**config.mk**
```make
export PLATFORM = sky130hd
export DESIGN_NAME = link_tx_flat
export DESIGN_NICKNAME = d
export VERILOG_FILES = /design/src/rtl/link_pkg.sv /design/src/rtl/link_if.sv /design/src/rtl/credit_counter.sv /design/src/rtl/link_tx.sv /design/src/flat_wrapper.sv
export SDC_FILE = /design/constraint.sdc
export NUM_CORES = 1
export LEC_CHECK = 0
export BUFFER_PORTS_ARGS = -buffer_cell sky130_fd_sc_hd__buf_2
export CAP_MARGIN = 10
export CORE_MARGIN = 2
export CORE_UTILIZATION = 46
export CTS_CLUSTER_SIZE = 10
export DETAILED_ROUTE_END_ITERATION = 8
export PLACE_DENSITY = 0.8
export REMOVE_ABC_BUFFERS = 1
export SYNTH_ARGS = -nofsm -noshare
export SYNTH_HDL_FRONTEND = slang
export SYNTH_SLANG_ARGS = --single-unit
```
**constraint.sdc**
```tcl
create_clock -name clk -period 3.6 [get_ports clk]
set_clock_uncertainty 0.1 [all_clocks]
set_input_delay 0.36 -clock clk [delete_from_list [all_inputs] [get_ports clk]]
set_output_delay 0.36 -clock clk [all_outputs]
set_load 0.05 [all_outputs]
```
**src/rtl/link_pkg.sv**
```systemverilog
// Shared definitions for the credit-based link transmitter: flit flag
// offsets, FSM state type and default credit depth.
package link_pkg;

  localparam int CREDIT_MAX = 8;

  // Flag bit positions are offsets below the flit width (flit[width - offset]).
  localparam int TAIL_BIT = 1;
  localparam int HEAD_BIT = 2;

  typedef enum logic {
    IDLE   = 1'b0,
    IN_PKT = 1'b1
  } tx_state_t;

endpackage

```
**src/rtl/link_if.sv**
```systemverilog
// Bundle of the FIFO read side, link output and status signals of link_tx.
// master = transmitter, slave = surrounding FIFO / link / monitor.
//
// Handshake: fifo_out is valid whenever fifo_empty is low (show-ahead); the
// transmitter pops it by raising fifo_consume in that same cycle, and never
// raises fifo_consume while fifo_empty is high. On the link there is no
// ready: tx_flit is taken by the receiver in every cycle tx_valid is high,
// and flow control is handled purely by credits (one credit_in pulse per
// freed downstream slot).
interface link_if #(
  parameter int flit_width   = 64,
  parameter int credit_width = 4
);

  logic [flit_width-1:0]   fifo_out;
  logic                    fifo_empty;
  logic                    fifo_consume;
  logic                    link_en;
  logic                    credit_in;
  logic                    tx_valid;
  logic [flit_width-1:0]   tx_flit;
  logic [credit_width-1:0] credits;
  logic                    in_packet;
  logic                    err;
  link_pkg::tx_state_t     state;

  modport master (
    input  fifo_out, fifo_empty, link_en, credit_in,
    output fifo_consume, tx_valid, tx_flit, credits, in_packet, err, state
  );

  modport slave (
    output fifo_out, fifo_empty, link_en, credit_in,
    input  fifo_consume, tx_valid, tx_flit, credits, in_packet, err, state
  );

endinterface

```
**src/rtl/credit_counter.sv**
```systemverilog
// Saturating up/down credit counter; resets to a full downstream buffer and
// flags a returned credit that would exceed that depth.
module credit_counter #(
  parameter int credit_max   = 8,
  parameter int credit_width = 4
) (
  input  logic                    clk,
  input  logic                    rst,
  input  logic                    dec,
  input  logic                    inc,
  output logic [credit_width-1:0] count,
  output logic                    zero,
  output logic                    overflow
);

  localparam logic [credit_width-1:0] MAX = credit_width'(credit_max);
  localparam logic [credit_width-1:0] ONE = credit_width'(1);

  logic [credit_width-1:0] r_count;
  logic [credit_width-1:0] w_next;

  // A simultaneous inc and dec cancel out and never count as overflow.
  always_comb begin
    w_next   = r_count;
    overflow = 1'b0;
    if (inc && !dec) begin
      if (r_count == MAX) overflow = 1'b1;
      else                w_next   = r_count + ONE;
    end else if (dec && !inc) begin
      if (r_count != '0) w_next = r_count - ONE;
    end
  end

  always_ff @(posedge clk) begin
    if (rst) r_count <= MAX;
    else     r_count <= w_next;
  end

  assign count = r_count;
  assign zero  = (r_count == '0);

endmodule

```
**src/rtl/link_tx.sv**
```systemverilog
// Credit-based link transmitter: drains a show-ahead FIFO onto a link,
// keeping packets atomic and dropping stray non-head flits between packets.
module link_tx
  import link_pkg::*;
#(
  parameter int flit_width   = 64,
  parameter int credit_max   = CREDIT_MAX,
  parameter int credit_width = 4
) (
  input  logic  clk,
  input  logic  rst,
  link_if.master lnk
);

  tx_state_t r_state;
  tx_state_t w_state_next;

  logic                    w_head;
  logic                    w_tail;
  logic                    w_head_ok;
  logic                    w_body_ok;
  logic                    w_send;
  logic                    w_drop;
  logic                    w_err_set;
  logic                    w_zero;
  logic                    w_overflow;
  logic [credit_width-1:0] w_credits;

  logic                    r_tx_valid;
  logic [flit_width-1:0]   r_tx_flit;
  logic                    r_err;

  assign w_head = lnk.fifo_out[flit_width-HEAD_BIT];
  assign w_tail = lnk.fifo_out[flit_width-TAIL_BIT];

  credit_counter #(
    .credit_max   (credit_max),
    .credit_width (credit_width)
  ) u_credits (
    .clk      (clk),
    .rst      (rst),
    .dec      (w_send),
    .inc      (lnk.credit_in),
    .count    (w_credits),
    .zero     (w_zero),
    .overflow (w_overflow)
  );

  always_ff @(posedge clk) begin
    if (rst) r_state <= IDLE;
    else     r_state <= w_state_next;
  end

  // Any sent flit decides the next state by its tail flag alone: a tail
  // (including a single-flit head+tail packet) ends up in IDLE.
  always_comb begin
    w_state_next = r_state;
    if (w_send) w_state_next = w_tail ? IDLE : IN_PKT;
  end

  // link_en only gates the start of a packet; credits gate every flit.
  always_comb begin
    w_head_ok = !lnk.fifo_empty && w_head && lnk.link_en && !w_zero;
    w_body_ok = !lnk.fifo_empty && !w_zero;
    w_send    = 1'b0;
    w_drop    = 1'b0;
    w_err_set = 1'b0;
    case (r_state)
      IDLE: begin
        w_send    = w_head_ok;
        w_drop    = !lnk.fifo_empty && !w_head;
        w_err_set = w_drop;
      end
      IN_PKT: begin
        w_send    = w_body_ok;
        w_err_set = w_body_ok && w_head;
      end
      default: begin
        w_send = 1'b0;
      end
    endcase
  end

  always_ff @(posedge clk) begin
    if (rst) begin
      r_tx_valid <= 1'b0;
      r_tx_flit  <= '0;
      r_err      <= 1'b0;
    end else begin
      r_tx_valid <= w_send;
      if (w_send) r_tx_flit <= lnk.fifo_out;
      r_err <= r_err | w_err_set | w_overflow;
    end
  end

  assign lnk.fifo_consume = w_send | w_drop;
  assign lnk.tx_valid     = r_tx_valid;
  assign lnk.tx_flit      = r_tx_flit;
  assign lnk.credits      = w_credits;
  assign lnk.in_packet    = (r_state == IN_PKT);
  assign lnk.err          = r_err;
  assign lnk.state        = r_state;

endmodule

```
**src/flat_wrapper.sv**
```systemverilog
// flat-port wrapper written by rule: the top's interface ports become plain ports
module link_tx_flat import link_pkg::*;
#(
  parameter int flit_width   = 64,
  parameter int credit_max   = CREDIT_MAX,
  parameter int credit_width = 4
)
  (clk, rst, lnk_fifo_out, lnk_fifo_empty, lnk_link_en, lnk_credit_in, lnk_fifo_consume, lnk_tx_valid, lnk_tx_flit, lnk_credits, lnk_in_packet, lnk_err, lnk_state);
  link_if #(.flit_width(flit_width), .credit_width(credit_width)) lnk_i ();
  input  logic clk;
  input  logic rst;
  input wire logic [$bits(lnk_i.fifo_out)-1:0] lnk_fifo_out;
  input wire logic [$bits(lnk_i.fifo_empty)-1:0] lnk_fifo_empty;
  input wire logic [$bits(lnk_i.link_en)-1:0] lnk_link_en;
  input wire logic [$bits(lnk_i.credit_in)-1:0] lnk_credit_in;
  output wire logic [$bits(lnk_i.fifo_consume)-1:0] lnk_fifo_consume;
  output wire logic [$bits(lnk_i.tx_valid)-1:0] lnk_tx_valid;
  output wire logic [$bits(lnk_i.tx_flit)-1:0] lnk_tx_flit;
  output wire logic [$bits(lnk_i.credits)-1:0] lnk_credits;
  output wire logic [$bits(lnk_i.in_packet)-1:0] lnk_in_packet;
  output wire logic [$bits(lnk_i.err)-1:0] lnk_err;
  output wire logic [$bits(lnk_i.state)-1:0] lnk_state;
  assign lnk_i.fifo_out = lnk_fifo_out;
  assign lnk_i.fifo_empty = lnk_fifo_empty;
  assign lnk_i.link_en = lnk_link_en;
  assign lnk_i.credit_in = lnk_credit_in;
  assign lnk_fifo_consume = lnk_i.fifo_consume;
  assign lnk_tx_valid = lnk_i.tx_valid;
  assign lnk_tx_flit = lnk_i.tx_flit;
  assign lnk_credits = lnk_i.credits;
  assign lnk_in_packet = lnk_i.in_packet;
  assign lnk_err = lnk_i.err;
  assign lnk_state = lnk_i.state;
  link_tx #(.flit_width(flit_width), .credit_max(credit_max), .credit_width(credit_width)) u_core (.clk(clk), .rst(rst), .lnk(lnk_i));
endmodule
```
* Word-level counts from Yosys, hierarchy flattened
Cells that the tools add are included.
** Word-level totals
- Word-level logic and storage cells :: 41
- Output and inout port bits :: 73
- Flip-flop bits (word level) :: 71
** Operators by class
- Equal/unequal tests :: 2
- Reductions and logical operators :: 18
- Bitwise logic cells :: 4
- Add/subtract/negate cells :: 2
- Muxes and demuxes :: 10
** Operator list (number)
- $mux 4 :: 4
- $logic_and 1x1->1 :: 8
- $logic_not 1->1 :: 5
- $add 4x1->4 const B :: 1
- $eq 4x4->1 const B :: 1
- $logic_not 4->1 :: 1
- $mux 1 :: 4
- $pmux 1 s2 :: 2
- $reduce_bool 2->1 :: 2
- $reduce_bool 4->1 :: 1
- $sub 4x1->4 const B :: 1
- $or 1x1->1 :: 3
- $reduce_and 3->1 :: 1
- $ne 2x2->1 const B :: 1
- $not 1->1 :: 1

* Longest topological paths before layout
- Depth in word-level cells :: 9
- Depth in mapped cells :: 11
- Gate-level depth less buffers :: 10

* Cells and area by module
Synthesis repeated with hierarchy kept, for this count alone.
** Second synthesis, totals
- Cell total of the unflattened synthesis :: 327
- Area total of the unflattened synthesis :: 3459.6 um^2
** By module, submodules not included
- link_tx :: times used 1, cells each 293, area an instance 3143.0 um^2
- credit_counter :: times used 1, cells each 34, area an instance 316.6 um^2

* Least setup slack after synthesis
No wires, ideal clock.
- Path type :: register to register
- Start :: register u_core.u_credits.r_count[0] (netlist: u_core.u_credits.count[0])
- End :: register u_core.u_credits.r_count[3] (netlist: u_core.u_credits.count[3])
- Setup time :: 122 ps
- Slack :: 752 ps
- Cell stages (with the launch flop) :: 12
- Buffers on the path :: 1
- Required time :: 3378 ps
- Arrival time :: 2626 ps
- Cells stage by stage :: dfxtp_1 > nor4_4 > nor3_4 > clkinv_2 > buf_2 > ha_1 > inv_1 > ha_1 > a21oi_1 > nor4bb_1 > o21ai_0 > o311a_1
** On the way
- Word-level cells in the longest chain between the ends :: 8
** RTL lines
- start, declared :: RTL line credit_counter.sv:19 : logic [credit_width-1:0] r_count;
- start signal, assigned :: RTL line credit_counter.sv:36 : else r_count <= w_next;
- $logic_not 4->1 :: RTL line credit_counter.sv:40 : assign zero = (r_count == '0);
- $logic_not 1->1 :: RTL line link_tx.sv:63, link_tx.sv:64
- $logic_and 1x1->1, on equally long branches :: RTL line link_tx.sv:64, link_tx.sv:63
- $pmux 1 s2 :: RTL line link_tx.sv:68 : case (r_state)
- $logic_not 1->1 :: RTL line credit_counter.sv:26 : if (inc && !dec) begin
- $logic_and 1x1->1 :: RTL line credit_counter.sv:26
- $ne 2x2->1 (no source line) or $reduce_bool 2->1 (tied branches)
- $reduce_and 3->1 (no source line)
Parallel ways exist; a longest one is shown, timed or not. The select of a mux whose other input is x is not followed.
A chain may end at the register's enable or synchronous reset.

* Worst setup path after layout
- Start :: register u_core.u_credits.r_count[3] (netlist: u_core.u_credits.count[3])
- End :: register u_core.u_credits.r_count[3] (netlist: u_core.u_credits.count[3])
The elaborated chain is that of the path after synthesis.

==> flow_metrics.tcl <==
set metrics [dict create \
    clock.fmax_ghz 0.347 \
    power.leakage_nw 1.68 \
    ir_drop_mv 0.361 \
    place_ws_ns 0.855 \
    die_height_um 84.1 \
    status "completed" \
    pwr-share-comb_pct 27.0 \
    port_buffers 141 \
    p_clk_share_pct 34.3 \
    post-dp-hpwl_mm 4.54 \
    postCtsSetupRepairBufs 0 \
    grt-ovfl-total 0 \
    syn_to_final_growth_pct 30.5 \
    cts_hold_buffers 0 \
    grt_max_degree 76 \
    clkLatencyLatePin_ns 0.33 \
    yosysWarnings 0 \
    mostFrequentLayoutCell "buf_2" \
    n_antenna_cell 0 \
    path_clk_slew_ns 0.08 \
    syn_inst 328 \
    power_density_nw_per_um2 620 \
    dieWidth_um 84.1 \
    start_util_pct 47.0 \
    period_share_pct 80.1 \
    yosysTopAreaCell "dfxtp_1" \
    worstMarginPinSlew_ns 0.995 \
    cts_max_level 3 \
    drc 0 \
    final_nets 532 \
    crit_required_ns 3.72 \
    cts_resized 0 \
    via_per_inst 4.99 \
    ys_types 31 \
    drt_wl_total_mm 6.77 \
    ys_seq_elements 71 \
    synth_ff_type "dfxtp_1" \
    slew_headroom_pct 33.7 \
    syn_avg_cell_area_um2 8.99 \
    hp-class "in -> reg" \
    grt_pass1_wl_mm 11.2 \
    total_power_mw 2.39 \
    cp_slowest_cell "a2111oi_0" \
    clock_sinks 71 \
    vias 2699 \
    synth-seq-area-share_pct 48.2 \
    p_switching_mw 0.824 \
    most-common-layout-cells "buf_2 (140), nand2_1 (92), dfxtp_1 (71)" \
    placed_area_um2 3590 \
    fp.dieArea_um2 7070 \
    final_antenna_net_count 0 \
    syn_area_um2 2950 \
    synth_edf_count 0 \
    pin_count 142 \
    critPathMaxFanout 8 \
    path_cells "nor4_4 > nor3_4 > clkinv_2 > ha_1 > inv_1 > ha_1 > nand3_1 > a2111oi_0 > a31oi_1 > o311a_1" \
    cp_slowest_stage_delay_ns 0.66 \
    switching_share_pct 34.5 \
    power.internal_mw 1.56 \
    hold_violations 0 \
    ctsRootBufferMaster "clkbuf_8" \
    firstDrtPassIters 5 \
    worstSetupStartpointType "register" \
    crit_arrival_ns 3.01 \
    pwr-share-seq_pct 38.7 \
    ys_async_sr_fraction_pct 0 \
    period_needed_ns 2.89 \
    worst_slack_ns 0.715 \
    worstSetupPathType "reg -> reg" \
    fin_area_um2 3850 \
    wire_per_inst_um 12.5 \
    gp_congestion 0.853 \
    cts_tree "yes" \
    antenna_found_initial 0 \
    setup_viol 0 \
    cp-end-kind "register" \
    layout-drive-gt1-share_pct 52.4 \
    cts.path.max_buffers 2 \
    maxCapViolations 0 \
    cts_buffers 9 \
    whs_ns 0.151 \
    utilization_pct 61.3 \
    core_area_um2 6280 \
    grt_pass1_vias 2591 \
    maxSlewViolCount 0 \
    synth_top_area_share_pct 48.2 \
    synthTopCellsByArea "dfxtp_1 (48%), a21oi_2 (12%), nand2_1 (12%), nand2_2 (8.5%), a21oi_1 (4.7%)" \
    crit_path_frequent_cell "ha_1" \
    rows 29 \
    grt_use_total_pct 19.4 \
    drt_iter0_drc 56 \
    grt_setup_unrepaired "no" \
]
## sequential cells by signal (all words and copies together), names as in the netlist
signal,cells
u_core.u_credits.count,4
u_core.lnk.tx_valid,1
u_core.lnk.in_packet,1
u_core.lnk.tx_flit,64
u_core.lnk.err,1
## cells in the mapped netlist (2+ instances only)
master / n
o21ai_0: 2
a21oi_1: 28
nand2_1: 92
nor2_1: 7
buf_4: 2
buf_2: 7
a31oi_1: 3
nand2_2: 40
ha_1: 3
a21oi_2: 40
nand2b_1: 2
nor3_1: 2
buf_12: 4
clkbuf_1: 9
dfxtp_1: 71
## per-stage QoR
stage	TNS, ns	cells
3_5_place_dp	0	525
5_1_grt	0	541
6_report	0	541
2_1_floorplan	-45.06	305
4_1_cts	0	541
3_3_place_gp	0	525
## power by group through the flow
stage          sequential (mW)  clock [mW]  combinational (mW)
5_1_grt                  0.935       0.869               0.689
3_3_place_gp             0.935           0               0.632
6_report                 0.924       0.819               0.644
3_5_place_dp             0.941           0               0.643
4_1_cts                  0.923       0.838               0.649
2_1_floorplan             1.17           0               0.234
## critical path: cells and delay by family, from the launching register on
family / cells / cell delay (ns)
compound gates: 3 / 0.87
simple gates: 3 / 0.63
fa+ha+maj: 2 / 0.59
flops: 1 / 0.40
buf+inv: 2 / 0.18
## per-layer routing
layer  routed length, um  vias to the layer above  GRT usage, %
met5                   0                        -             0
met1                2790                     1234          21.4
met3                 503                       19          5.24
met4                 214                        0          11.7
li1                    -                     1332             -
met2                3270                      114          32.8
## area by class of cell
cell class                      instances  area [um2]
Fill cell                             576        2430
Clock inverter                          7         135
Inverter                                2        8.76
Clock buffer                            9         124
Multi-Input combinational cell        232        1340
Timing Repair Buffer                  143         723
Sequential cell                        71        1420
Tap cell                               77        96.3
## cell families after synthesis
logic type	count (synthesis)	synth area share, %
AO/OA/AOI/OAI	78	19.1
XOR/XNOR	2	0.594
adder cells (fa/ha/maj)	4	1.95
buffers and inverters	25	6.36
flip-flops	71	48.2
AND/OR/NAND/NOR	148	23.8
## final timing paths
kind                                                 from                        end  slack [ns]  depth (start not counted)
worst max-delay path            u_core.u_credits.count[3]  u_core.u_credits.count[3]        0.71                         10
worst min-delay path                     lnk_fifo_out[34]     u_core.lnk.tx_flit[34]        0.15                          3
worst max register to register  u_core.u_credits.count[3]  u_core.u_credits.count[3]        0.71                         10
worst min register to register     u_core.lnk.tx_flit[34]     u_core.lnk.tx_flit[34]        0.35                          2
No activity file was read; power rests on OpenSTA's default activity.
